[config.mk]
export PLATFORM = sky130hd
export DESIGN_NAME = verin_avalon2_mem_master_flat
export DESIGN_NICKNAME = d
export VERILOG_FILES = /design/src/rtl/verin_avalon2_mem_master_if.sv /design/src/rtl/verin_avalon2_mem_master.sv /design/src/flat_wrapper.sv
export SDC_FILE = /design/constraint.sdc
export NUM_CORES = 1
export LEC_CHECK = 0
export ABC_AREA = 1
export CAP_MARGIN = 15
export CORE_ASPECT_RATIO = 0.75
export CORE_UTILIZATION = 56
export DETAILED_ROUTE_END_ITERATION = 6
export GPL_TIMING_DRIVEN = 0
export PLACE_DENSITY = 0.81
export SYNTH_ARGS = -nofsm -noshare
export SYNTH_HDL_FRONTEND = slang
export SYNTH_SLANG_ARGS = --single-unit
[constraint.sdc]
create_clock -name clk -period 4 [get_ports clk]
set_clock_uncertainty 0.15 [all_clocks]
set_input_delay 0.6 -clock clk [delete_from_list [all_inputs] [get_ports clk]]
set_output_delay 0.6 -clock clk [all_outputs]
set_load 0.01 [all_outputs]
[src/rtl/verin_avalon2_mem_master_if.sv]
// Avalon-MM word-addressed bus between the memory master and the on-chip memory slave.
interface verin_avalon2_mem_master_if #(
    parameter int unsigned ADDR_W = 13,
    parameter int unsigned DATA_W = 32
);
    logic [ADDR_W-1:0]   avm_address;
    logic [DATA_W/8-1:0] avm_byteenable;
    logic                avm_read;
    logic                avm_write;
    logic [DATA_W-1:0]   avm_writedata;
    logic [DATA_W-1:0]   avm_readdata;
    logic                avm_waitrequest;

    modport master (
        output avm_address, avm_byteenable, avm_read, avm_write, avm_writedata,
        input  avm_readdata, avm_waitrequest
    );

    modport slave (
        input  avm_address, avm_byteenable, avm_read, avm_write, avm_writedata,
        output avm_readdata, avm_waitrequest
    );
endinterface

[src/rtl/verin_avalon2_mem_master.sv]
// Avalon-MM memory master running FILL / COPY / SUM commands, one at a time.
// Optional macro VERIN_MEM_MASTER_PATTERN_INC_EN turns FILL into a ramp (pattern + word index).
module verin_avalon2_mem_master #(
    parameter int unsigned ADDR_W       = 13,
    parameter int unsigned DATA_W       = 32,
    parameter int unsigned READ_LATENCY = 1,
    parameter int unsigned MAX_WORDS    = 5000
) (
    input  logic                clk,
    input  logic                reset_n,
    input  logic                cmd_valid,
    output logic                cmd_ready,
    input  logic [1:0]          cmd_op,
    input  logic [ADDR_W-1:0]   cmd_src,
    input  logic [ADDR_W-1:0]   cmd_dst,
    input  logic [13:0]         cmd_len,
    input  logic [DATA_W-1:0]   cmd_pattern,
    verin_avalon2_mem_master_if.master bus,
    output logic                busy,
    output logic                done,
    output logic [DATA_W-1:0]   result,
    output logic                err
);
    localparam int unsigned LEN_W = 14;
    localparam int unsigned CHK_W = 15;
    localparam int unsigned LAT_W = 3;

    localparam logic [1:0] OP_FILL = 2'd0;
    localparam logic [1:0] OP_COPY = 2'd1;
    localparam logic [1:0] OP_SUM  = 2'd2;
    localparam logic [1:0] OP_RSVD = 2'd3;

`ifdef VERIN_MEM_MASTER_PATTERN_INC_EN
    localparam bit PAT_INC = 1'b1;
`else
    localparam bit PAT_INC = 1'b0;
`endif

    typedef enum logic [2:0] {
        IDLE  = 3'd0,
        CHECK = 3'd1,
        WR    = 3'd2,
        RD    = 3'd3,
        RWAIT = 3'd4,
        DONE  = 3'd5
    } state_t;

    state_t             state;
    logic [1:0]         op_q;
    logic [ADDR_W-1:0]  src_q;
    logic [ADDR_W-1:0]  dst_q;
    logic [LEN_W-1:0]   len_q;
    logic [DATA_W-1:0]  pat_q;
    logic [LEN_W-1:0]   i_q;
    logic [DATA_W-1:0]  acc_q;
    logic [LAT_W-1:0]   lat_q;

    logic [LEN_W-1:0]   i_next;
    logic [DATA_W-1:0]  acc_next;
    logic [CHK_W-1:0]   dst_end;
    logic [CHK_W-1:0]   src_end;
    logic               dst_bad;
    logic               src_bad;

    function automatic logic [DATA_W-1:0] fill_word(input logic [DATA_W-1:0] p,
                                                    input logic [LEN_W-1:0]  k);
        return PAT_INC ? p + DATA_W'(k) : p;
    endfunction

    // Region end checks are done one bit wider than the length so dst+len cannot wrap.
    always_comb begin
        i_next   = i_q + LEN_W'(1);
        acc_next = acc_q + bus.avm_readdata;
        dst_end  = CHK_W'(dst_q) + CHK_W'(len_q);
        src_end  = CHK_W'(src_q) + CHK_W'(len_q);
        dst_bad  = (op_q == OP_FILL || op_q == OP_COPY) && (dst_end > CHK_W'(MAX_WORDS));
        src_bad  = (op_q == OP_COPY || op_q == OP_SUM)  && (src_end > CHK_W'(MAX_WORDS));
    end

    assign bus.avm_byteenable = '1;

    always_ff @(posedge clk) begin
        if (!reset_n) begin
            state             <= IDLE;
            cmd_ready         <= 1'b1;
            busy              <= 1'b0;
            done              <= 1'b0;
            err               <= 1'b0;
            result            <= '0;
            bus.avm_read      <= 1'b0;
            bus.avm_write     <= 1'b0;
            bus.avm_address   <= '0;
            bus.avm_writedata <= '0;
            op_q              <= OP_FILL;
            src_q             <= '0;
            dst_q             <= '0;
            len_q             <= '0;
            pat_q             <= '0;
            i_q               <= '0;
            acc_q             <= '0;
            lat_q             <= '0;
        end else begin
            case (state)
                IDLE: begin
                    if (cmd_valid) begin
                        op_q      <= cmd_op;
                        src_q     <= cmd_src;
                        dst_q     <= cmd_dst;
                        len_q     <= cmd_len;
                        pat_q     <= cmd_pattern;
                        i_q       <= '0;
                        acc_q     <= '0;
                        err       <= 1'b0;
                        result    <= '0;
                        cmd_ready <= 1'b0;
                        busy      <= 1'b1;
                        state     <= CHECK;
                    end
                end
                CHECK: begin
                    if (op_q == OP_RSVD || dst_bad || src_bad) begin
                        err   <= 1'b1;
                        done  <= 1'b1;
                        state <= DONE;
                    end else if (len_q == '0) begin
                        done  <= 1'b1;
                        state <= DONE;
                    end else if (op_q == OP_FILL) begin
                        bus.avm_write     <= 1'b1;
                        bus.avm_address   <= dst_q;
                        bus.avm_writedata <= fill_word(pat_q, '0);
                        state             <= WR;
                    end else begin
                        bus.avm_read    <= 1'b1;
                        bus.avm_address <= src_q;
                        state           <= RD;
                    end
                end
                WR: begin
                    if (!bus.avm_waitrequest) begin
                        i_q <= i_next;
                        if (i_next == len_q) begin
                            bus.avm_write <= 1'b0;
                            result        <= DATA_W'(len_q);
                            done          <= 1'b1;
                            state         <= DONE;
                        end else if (op_q == OP_COPY) begin
                            bus.avm_write   <= 1'b0;
                            bus.avm_read    <= 1'b1;
                            bus.avm_address <= src_q + ADDR_W'(i_next);
                            state           <= RD;
                        end else begin
                            bus.avm_address   <= dst_q + ADDR_W'(i_next);
                            bus.avm_writedata <= fill_word(pat_q, i_next);
                        end
                    end
                end
                RD: begin
                    if (!bus.avm_waitrequest) begin
                        bus.avm_read <= 1'b0;
                        lat_q        <= '0;
                        state        <= RWAIT;
                    end
                end
                // Readdata is valid READ_LATENCY cycles after the accepting edge.
                RWAIT: begin
                    if (lat_q == LAT_W'(READ_LATENCY - 1)) begin
                        if (op_q == OP_COPY) begin
                            bus.avm_write     <= 1'b1;
                            bus.avm_address   <= dst_q + ADDR_W'(i_q);
                            bus.avm_writedata <= bus.avm_readdata;
                            state             <= WR;
                        end else begin
                            acc_q <= acc_next;
                            i_q   <= i_next;
                            if (i_next == len_q) begin
                                result <= acc_next;
                                done   <= 1'b1;
                                state  <= DONE;
                            end else begin
                                bus.avm_read    <= 1'b1;
                                bus.avm_address <= src_q + ADDR_W'(i_next);
                                state           <= RD;
                            end
                        end
                    end else begin
                        lat_q <= lat_q + LAT_W'(1);
                    end
                end
                DONE: begin
                    done      <= 1'b0;
                    busy      <= 1'b0;
                    cmd_ready <= 1'b1;
                    state     <= IDLE;
                end
                default: state <= IDLE;
            endcase
        end
    end
endmodule

[src/flat_wrapper.sv]
// flat-port wrapper written by rule: the top's interface ports become plain ports
module verin_avalon2_mem_master_flat 
#(
    parameter int unsigned ADDR_W       = 13,
    parameter int unsigned DATA_W       = 32,
    parameter int unsigned READ_LATENCY = 1,
    parameter int unsigned MAX_WORDS    = 5000
)
  (clk, reset_n, cmd_valid, cmd_ready, cmd_op, cmd_src, cmd_dst, cmd_len, cmd_pattern, busy, done, result, err, bus_avm_address, bus_avm_byteenable, bus_avm_read, bus_avm_write, bus_avm_writedata, bus_avm_readdata, bus_avm_waitrequest);
  verin_avalon2_mem_master_if #(.ADDR_W(ADDR_W), .DATA_W(DATA_W)) bus_i ();
  input  logic clk;
  input  logic reset_n;
  input  logic cmd_valid;
  output logic cmd_ready;
  input  logic [1:0] cmd_op;
  input  logic [ADDR_W-1:0] cmd_src;
  input  logic [ADDR_W-1:0] cmd_dst;
  input  logic [13:0] cmd_len;
  input  logic [DATA_W-1:0] cmd_pattern;
  output logic busy;
  output logic done;
  output logic [DATA_W-1:0] result;
  output logic err;
  output wire logic [$bits(bus_i.avm_address)-1:0] bus_avm_address;
  output wire logic [$bits(bus_i.avm_byteenable)-1:0] bus_avm_byteenable;
  output wire logic [$bits(bus_i.avm_read)-1:0] bus_avm_read;
  output wire logic [$bits(bus_i.avm_write)-1:0] bus_avm_write;
  output wire logic [$bits(bus_i.avm_writedata)-1:0] bus_avm_writedata;
  input wire logic [$bits(bus_i.avm_readdata)-1:0] bus_avm_readdata;
  input wire logic [$bits(bus_i.avm_waitrequest)-1:0] bus_avm_waitrequest;
  assign bus_avm_address = bus_i.avm_address;
  assign bus_avm_byteenable = bus_i.avm_byteenable;
  assign bus_avm_read = bus_i.avm_read;
  assign bus_avm_write = bus_i.avm_write;
  assign bus_avm_writedata = bus_i.avm_writedata;
  assign bus_i.avm_readdata = bus_avm_readdata;
  assign bus_i.avm_waitrequest = bus_avm_waitrequest;
  verin_avalon2_mem_master #(.ADDR_W(ADDR_W), .DATA_W(DATA_W), .READ_LATENCY(READ_LATENCY), .MAX_WORDS(MAX_WORDS)) u_core (.clk(clk), .reset_n(reset_n), .cmd_valid(cmd_valid), .cmd_ready(cmd_ready), .cmd_op(cmd_op), .cmd_src(cmd_src), .cmd_dst(cmd_dst), .cmd_len(cmd_len), .cmd_pattern(cmd_pattern), .bus(bus_i), .busy(busy), .done(done), .result(result), .err(err));
endmodule
==> Word-level counts from Yosys, hierarchy flattened <==
Cells that the tools add are included.
{ "word_totals": {"in_bits": 110, "output_inout_bits": 87, "regBits": 209, "wordCells": 170} }
{ "op_classes": {"add_sub_neg": 8, "n_eq_ne": 30, "order_cmp": 2, "n_reduce_logical": 31, "mux": 81} }
{ "op_table": {"columns": ["operator", "count"], "rows": [
  ["$mux 32", 16],
  ["$pmux 32 s3", 2],
  ["$mux 13", 9],
  ["$pmux 32 s2", 1],
  ["$mux 14", 4],
  ["$pmux 14 s3", 1],
  ["$add 13x13->13", 3],
  ["$pmux 13 s3", 1],
  ["$mux 3", 12],
  ["$add 32x32->32", 1],
  ["$add 13x14->15", 2],
  ["$gt 15x13->1 const B", 2],
  ["$mux 1", 27],
  ["$ne 2x2->1 const B", 11],
  ["$pmux 3 s5", 1],
  ["$reduce_and 5->1", 3],
  ["$add 14x1->14 const B", 1],
  ["$eq 14x14->1", 1],
  ["$logic_not 14->1", 1],
  ["$ne 2x1->1 const B", 7],
  ["$reduce_and 7->1", 2],
  ["$reduce_and 11->1", 1],
  ["$reduce_and 9->1", 1],
  ["$pmux 1 s4", 2],
  ["22 further kinds", 40]
]} }

==> Depth between registers and ports, before layout <==
{ "depth": {"depth_word": 7, "ltp_mapped": 22, "mapped_depth_nobuf": 22} }

==> Worst setup path before layout <==
No wires, ideal clock.
{ "synth_path": {"kind": "flip-flop to flip-flop", "start": "reg u_core.i_q[1]", "end": "reg u_core.bus.avm_address[10]", "arrival_time_ns": 2.525, "setup_ns": 0.116, "n_path_buf": 0, "setup_slack_ns": 1.209, "synth_period_minus_slack_ns": 2.791, "required_time_ns": 3.734, "path_stages_with_launch": 18, "path_cell_list": "dfxtp_1 ha_1 nand2_1 nor2_4 nand2_1 nand2_1 inv_2 ha_1 nand2_1 inv_1 a21oi_1 o21ai_0 a21oi_1 or2_2 nand3_1 nand4_1 o21ai_0 nor2_1"} }
{ "synth_via": {"elab_chain_len": 6, "elab_cells_between_ends": 15, "classes_between": "add/sub: 4; eq/ne: 3; mux: 7; reduce/logical: 1"} }
{ "synth_rtl": {"columns": ["item", "line", "rtl"], "rows": [
  ["start: declaration", "verin_avalon2_mem_master.sv:54", "logic [LEN_W-1:0] i_q;"],
  ["start signal: assignment", "verin_avalon2_mem_master.sv:141", "i_q <= i_next;"],
  ["start signal: assignment", "verin_avalon2_mem_master.sv:175", "i_q <= i_next;"],
  ["$add 14x1->14", "verin_avalon2_mem_master.sv:72", "i_next = i_q + LEN_W'(1);"],
  ["$add 13x13->13, on equally long branches", "verin_avalon2_mem_master.sv:150, verin_avalon2_mem_master.sv:182, verin_avalon2_mem_master.sv:153", null],
  ["$mux 13, on equally long branches", "verin_avalon2_mem_master.sv:176, verin_avalon2_mem_master.sv:147", null],
  ["$mux 13, on equally long branches", "verin_avalon2_mem_master.sv:168, verin_avalon2_mem_master.sv:142", null],
  ["$mux 13, on equally long branches", "verin_avalon2_mem_master.sv:167, verin_avalon2_mem_master.sv:140", null],
  ["$pmux 13 s3", "verin_avalon2_mem_master.sv:103", "case (state)"],
  ["end signal: assignment", "verin_avalon2_mem_master.sv:130", "bus.avm_address <= dst_q;"],
  ["end signal: assignment", "verin_avalon2_mem_master.sv:170", "bus.avm_address <= dst_q + ADDR_W'(i_q);"],
  ["end signal: assignment", "verin_avalon2_mem_master.sv:182", "bus.avm_address <= src_q + ADDR_W'(i_next);"],
  ["end: declaration", "verin_avalon2_mem_master_if.sv:15", "output avm_address, avm_byteenable, avm_read, avm_write, avm_writedata,"]
]} }
Several ways; a longest one is shown, not always the timed one. The select of a mux whose other input is x is not followed.
A chain may end at the register's enable or synchronous reset.

==> Final worst setup path <==
{ "layout_path": {"start": "reg u_core.len_q[0]", "end": "reg u_core.bus.avm_writedata[21]"} }
{ "layout_via": {"elab_chain_len": 7, "elab_cells_between_ends": 14, "classes_between": "add/sub: 2; order compare: 2; eq/ne: 4; reduce/logical: 6"} }
{ "layout_rtl": {"columns": ["item", "line", "rtl"], "rows": [
  ["start: declaration", "verin_avalon2_mem_master.sv:52", "logic [LEN_W-1:0] len_q;"],
  ["start signal: assignment", "verin_avalon2_mem_master.sv:109", "len_q <= cmd_len;"],
  ["$add 13x14->15", "verin_avalon2_mem_master.sv:74", "dst_end = CHK_W'(dst_q) + CHK_W'(len_q);"],
  ["$gt 15x13->1", "verin_avalon2_mem_master.sv:76", "dst_bad = (op_q == OP_FILL || op_q == OP_COPY) && (dst_end > CHK_W'(MAX_WORDS));"],
  ["$logic_and 1x1->1", "verin_avalon2_mem_master.sv:76", null],
  ["$logic_or 1x1->1 (2 in a row)", "verin_avalon2_mem_master.sv:121", "if (op_q == OP_RSVD || dst_bad || src_bad) begin"],
  ["$ne 2x2->1 (no line)", null, null],
  ["$reduce_and 9->1 (no line) (*)", null, null],
  ["end signal: assignment", "verin_avalon2_mem_master.sv:131", "bus.avm_writedata <= fill_word(pat_q, '0);"],
  ["end signal: assignment", "verin_avalon2_mem_master.sv:154", "bus.avm_writedata <= fill_word(pat_q, i_next);"],
  ["end signal: assignment", "verin_avalon2_mem_master.sv:171", "bus.avm_writedata <= bus.avm_readdata;"],
  ["end: declaration", "verin_avalon2_mem_master_if.sv:15", null]
]} }
Mark *: on every way between the ends. The rest lies on a longest branch, timed or not.

==> metrics.md <==
| Metric | Value |
|---|---|
| Largest net degree at the start of global routing | `15` |
| CTS tree | `built` |
| Max-slew violation count | `0` |
| Post-synth EDFFs | `0` |
| Crit share post-route | `93.2%` |
| Post-CTS Hold Buffers | `0` |
| Area of the multi-input gates | `8730 sq um` |
| Vias in the first global route | `14739` |
| Layout cells sized above 1 | `3.74%` |
| Crit-path cells | `ha_1, fa_1, nand3_1, nand2_1, nand2_1, nand2_1, nand2_1, nand2_1, nor2_1, nand4_1, nor2_1, nor2_1, nand2_1, nand3_1, nand2_1, nand3_4, buf_2, nor2_1, nor2_1` |
| Logic pwr share | `56.5%` |
| DPL Wire Length | `43600 um` |
| Hold crit path type | `reg2reg` |
| Avg Inst Size Synth | `6.35 sq um` |
| Yosys cell types | `52` |
| Internal power | `0.00657 W` |
| Max Fanout on Critical Path | `10` |
| Post-synthesis async set-or-reset flop share | `0%` |
| Initial antenna violation count | `3` |
| Crit Path Category | `reg2reg` |
| Synthesized flop and latch total | `209` |
| Max Cap Violations | `0` |
| # Post-CTS Setup Buffers | `0` |
| Worst path required time | `4260 ps` |
| Critical Path Start | `u_core.len_q[0]` |
| Prevailing post-synth register cell | `dfxtp_1` |
| Via Count | `between 15000 and 20000` |
| First-pass detailed-route iteration total | `7` |
| Yosys warnings | `0` |
| GRT Overall Usage | `40.2%` |
| Fin nets | `2685` |
| Sequential share of power | `26.1%` |
| Die height | `140 um` |
| Initial drt markers | `slightly above 2000` |
| Sw Pwr | `approximately 0.0062 W` |
| Clock slew at reported path FFs | `60 ps` |
| Sw Ratio | `48.5%` |
| Gpl congestion | `1.03` |
| Vias per inst | `5.85` |
| Overflow after GRT | `0` |
| Sequential-to-total area share from yosys stat | `29.2%` |
| Crit path arrival time | `3990 ps` |
| Clock sink total | `209` |
| Status | `finished with violations` |
| Setup TNS | `0 ps` |
| Port Buffer Count | `191` |
| Drc violations | `2` |
| Post-route worst setup slack | `~270 ps` |
| Root Buffer | `clkbuf_16` |
| WP buf/inv | `1` |
| Fin. Hold Viols | `0` |
| Initial Util | `57.2%` |
| Filler cells | `2160` |
| Most common cell after layout, fill and taps aside | `nand2_1` |
| Pwr Total | `0.0128 W` |
| Num ports | `197` |
| Area growth from synthesis to layout | `21.7%` |
| Failing checks | `design-rule violations` |
| DIE AREA | `26200 sq um` |
| Rel. slew slack | `44.0%` |
| Slew @ Worst Pin | `839 ps` |
| Worst stage delay on the critical path | `between 400 and 500 ps` |
| First-pass GRT wire length | `between 80000 and 90000 um` |
| CP endpoint kind | `flip-flop` |
| Routed wire length | `54200 um` |
| Most used cell, CP | `nand2_1` |
| Slowest-stage cell, CP | `fa_1` |
| Fmax | `0.268 GHz` |
| Yosys top cell by area | `dfxtp_1` |
| Power Dens Cells | `733 nW/um^2` |
| CORE AREA | `25000 sq um` |
| DR WL/cell | `19.2 um` |
| Htree depth | `1` |
| Pre-CTS WS | `316 ps` |
| Worst R2R Setup Slack | `270 ps` |
| Worst flop-to-flop path startpoint | `u_core.len_q[0]` |
| Post-Syn Area | `14300 sq um` |
| CTS max path bufs | `3` |
| Hold path start | `u_core.pat_q[12]` |
| Final setup fails | `0` |
| Clk_lat worst skew | `530 ps` |
| Register Area | `~4200 sq um` |
| Part of the power in the clock network | `between 10% and 20%` |
| Placement Rows | `50` |
| CP top delay family | `simple AND/OR/NAND/NOR gates` |
| Leak | `7.92 nW` |
| Die X | `187 um` |
| Largest cells by area after synthesis | `dfxtp_1 (29%), nand2_1 (14%), a21oi_1 (9.2%)` |
| Peak VDD IR | `0.542 mV` |
| Top-area cell type share of the netlist area | `29.2%` |
| Resized Gates After CTS | `0` |
| RSZ-0062 raised after global routing | `false` |
| CP Launch Type | `flip-flop` |
| Synth Instances | `2253` |
| Commonest cells after routing, fill and taps aside | `nand2_1 (530), inv_1 (265), a21oi_1 (264), o21ai_0 (260), nor2_1 (231)` |
| Antenna-violating nets left | `0` |
| Minimum clock period | `3730 ps` |
| CTS Buf Count | `22` |
[kinds of logic (layout without fill, tap and decap cells)]
group	count (synthesis)	after routing	share of synthesized area, %
XOR/XNOR	26	26	1.70
flip-flops	209	209	29.2
other	1	5	0.0262
AO/OA/AOI/OAI	593	593	21.8
buffers and inverters	359	589	9.85
adder cells (fa/ha/maj)	104	104	9.41
AND/OR/NAND/NOR	961	961	28.0
[worst paths after layout]
check	endpoint	cells past startpoint
worst max-delay path	u_core.bus.avm_writedata[21]	19
worst min-delay path	u_core.pat_q[12]	2
worst max register to register	u_core.bus.avm_writedata[21]	19
worst min register to register	u_core.pat_q[12]	2
[worst register-to-register path: stages (launching register included)]
cell and delay (ps):
dfxtp_1 370, ha_1 280, fa_1 440, nand3_1 130, nand2_1 140, nand2_1 110, nand2_1 50, nand2_1 50
nand2_1 60, nor2_1 190, nand4_1 140, nor2_1 180, nor2_1 60, nand2_1 160, nand3_1 150, nand2_1 260
nand3_4 220, buf_2 260, nor2_1 160, nor2_1 70
[cell usage after synthesis (6+ instances only)]
library cell	instances
a21o_1	7
buf_2	8
dfxtp_1	209
or2_2	12
clkbuf_1	61
nor3_1	15
a211oi_1	7
nand2_1	530
a21oi_1	264
inv_2	11
nand4_1	35
inv_1	265
nor2_1	231
o21bai_1	10
nand3b_1	11
o21ai_1	12
xor2_1	15
o21ai_0	260
fa_1	6
xnor2_1	9
a31oi_1	8
ha_1	98
buf_4	8
nand3_1	106
[sequential cells by signal, indices dropped and copies added, names as in the netlist, 2 cells and up]
name and flops:
u_core.i_q 14, u_core.lat_q 3, u_core.len_q 14, u_core.acc_q 32
u_core.state 3, u_core.result 32, u_core.bus.avm_address 13, u_core.src_q 13
u_core.bus.avm_writedata 32, u_core.op_q 2, u_core.dst_q 13, u_core.pat_q 32
[per-stage QoR]
stage	cell area (sq um)	utilization (%)	hold WS, ps	cells
2_1_floorplan	14300	-	275	2256
3_3_place_gp	16700	66.6	283	2785
3_5_place_dp	16700	66.6	288	2785
4_1_cts	17400	69.6	297	2824
5_1_grt	17400	69.6	310	2825
6_report	17400	69.6	297	2825
[layer usage]
metal	wire length (um)	global-route usage [%]	part of all wire (%)
met4	1420	10.4	2.6
met5	18	0	0.033
met2	20800	55.3	38
met1	23900	60.1	44
met3	8140	11.8	15
[power by group through the flow]
stage	clock, W	combinational [W]	sequential (W)
2_1_floorplan	0	0.00466	0.00321
3_3_place_gp	0	0.00675	0.00331
3_5_place_dp	0	0.00693	0.00332
4_1_cts	0.00222	0.00700	0.00329
5_1_grt	0.00231	0.00795	0.00337
6_report	0.00223	0.00721	0.00333
[final cells by class]
cell class / instances / area share, %
clock buffer: 28 / 3.47
antenna: 1 / 0.0144
sequential: 209 / 24.0
multi-input combinational: 1688 / 50.1
buffer: 81 / 2.10
timing repair buffer: 191 / 11.0
tap: 338 / 2.43
inverter: 278 / 5.99
clock inverter: 11 / 0.912
Power figures use the tool's default switching activity.
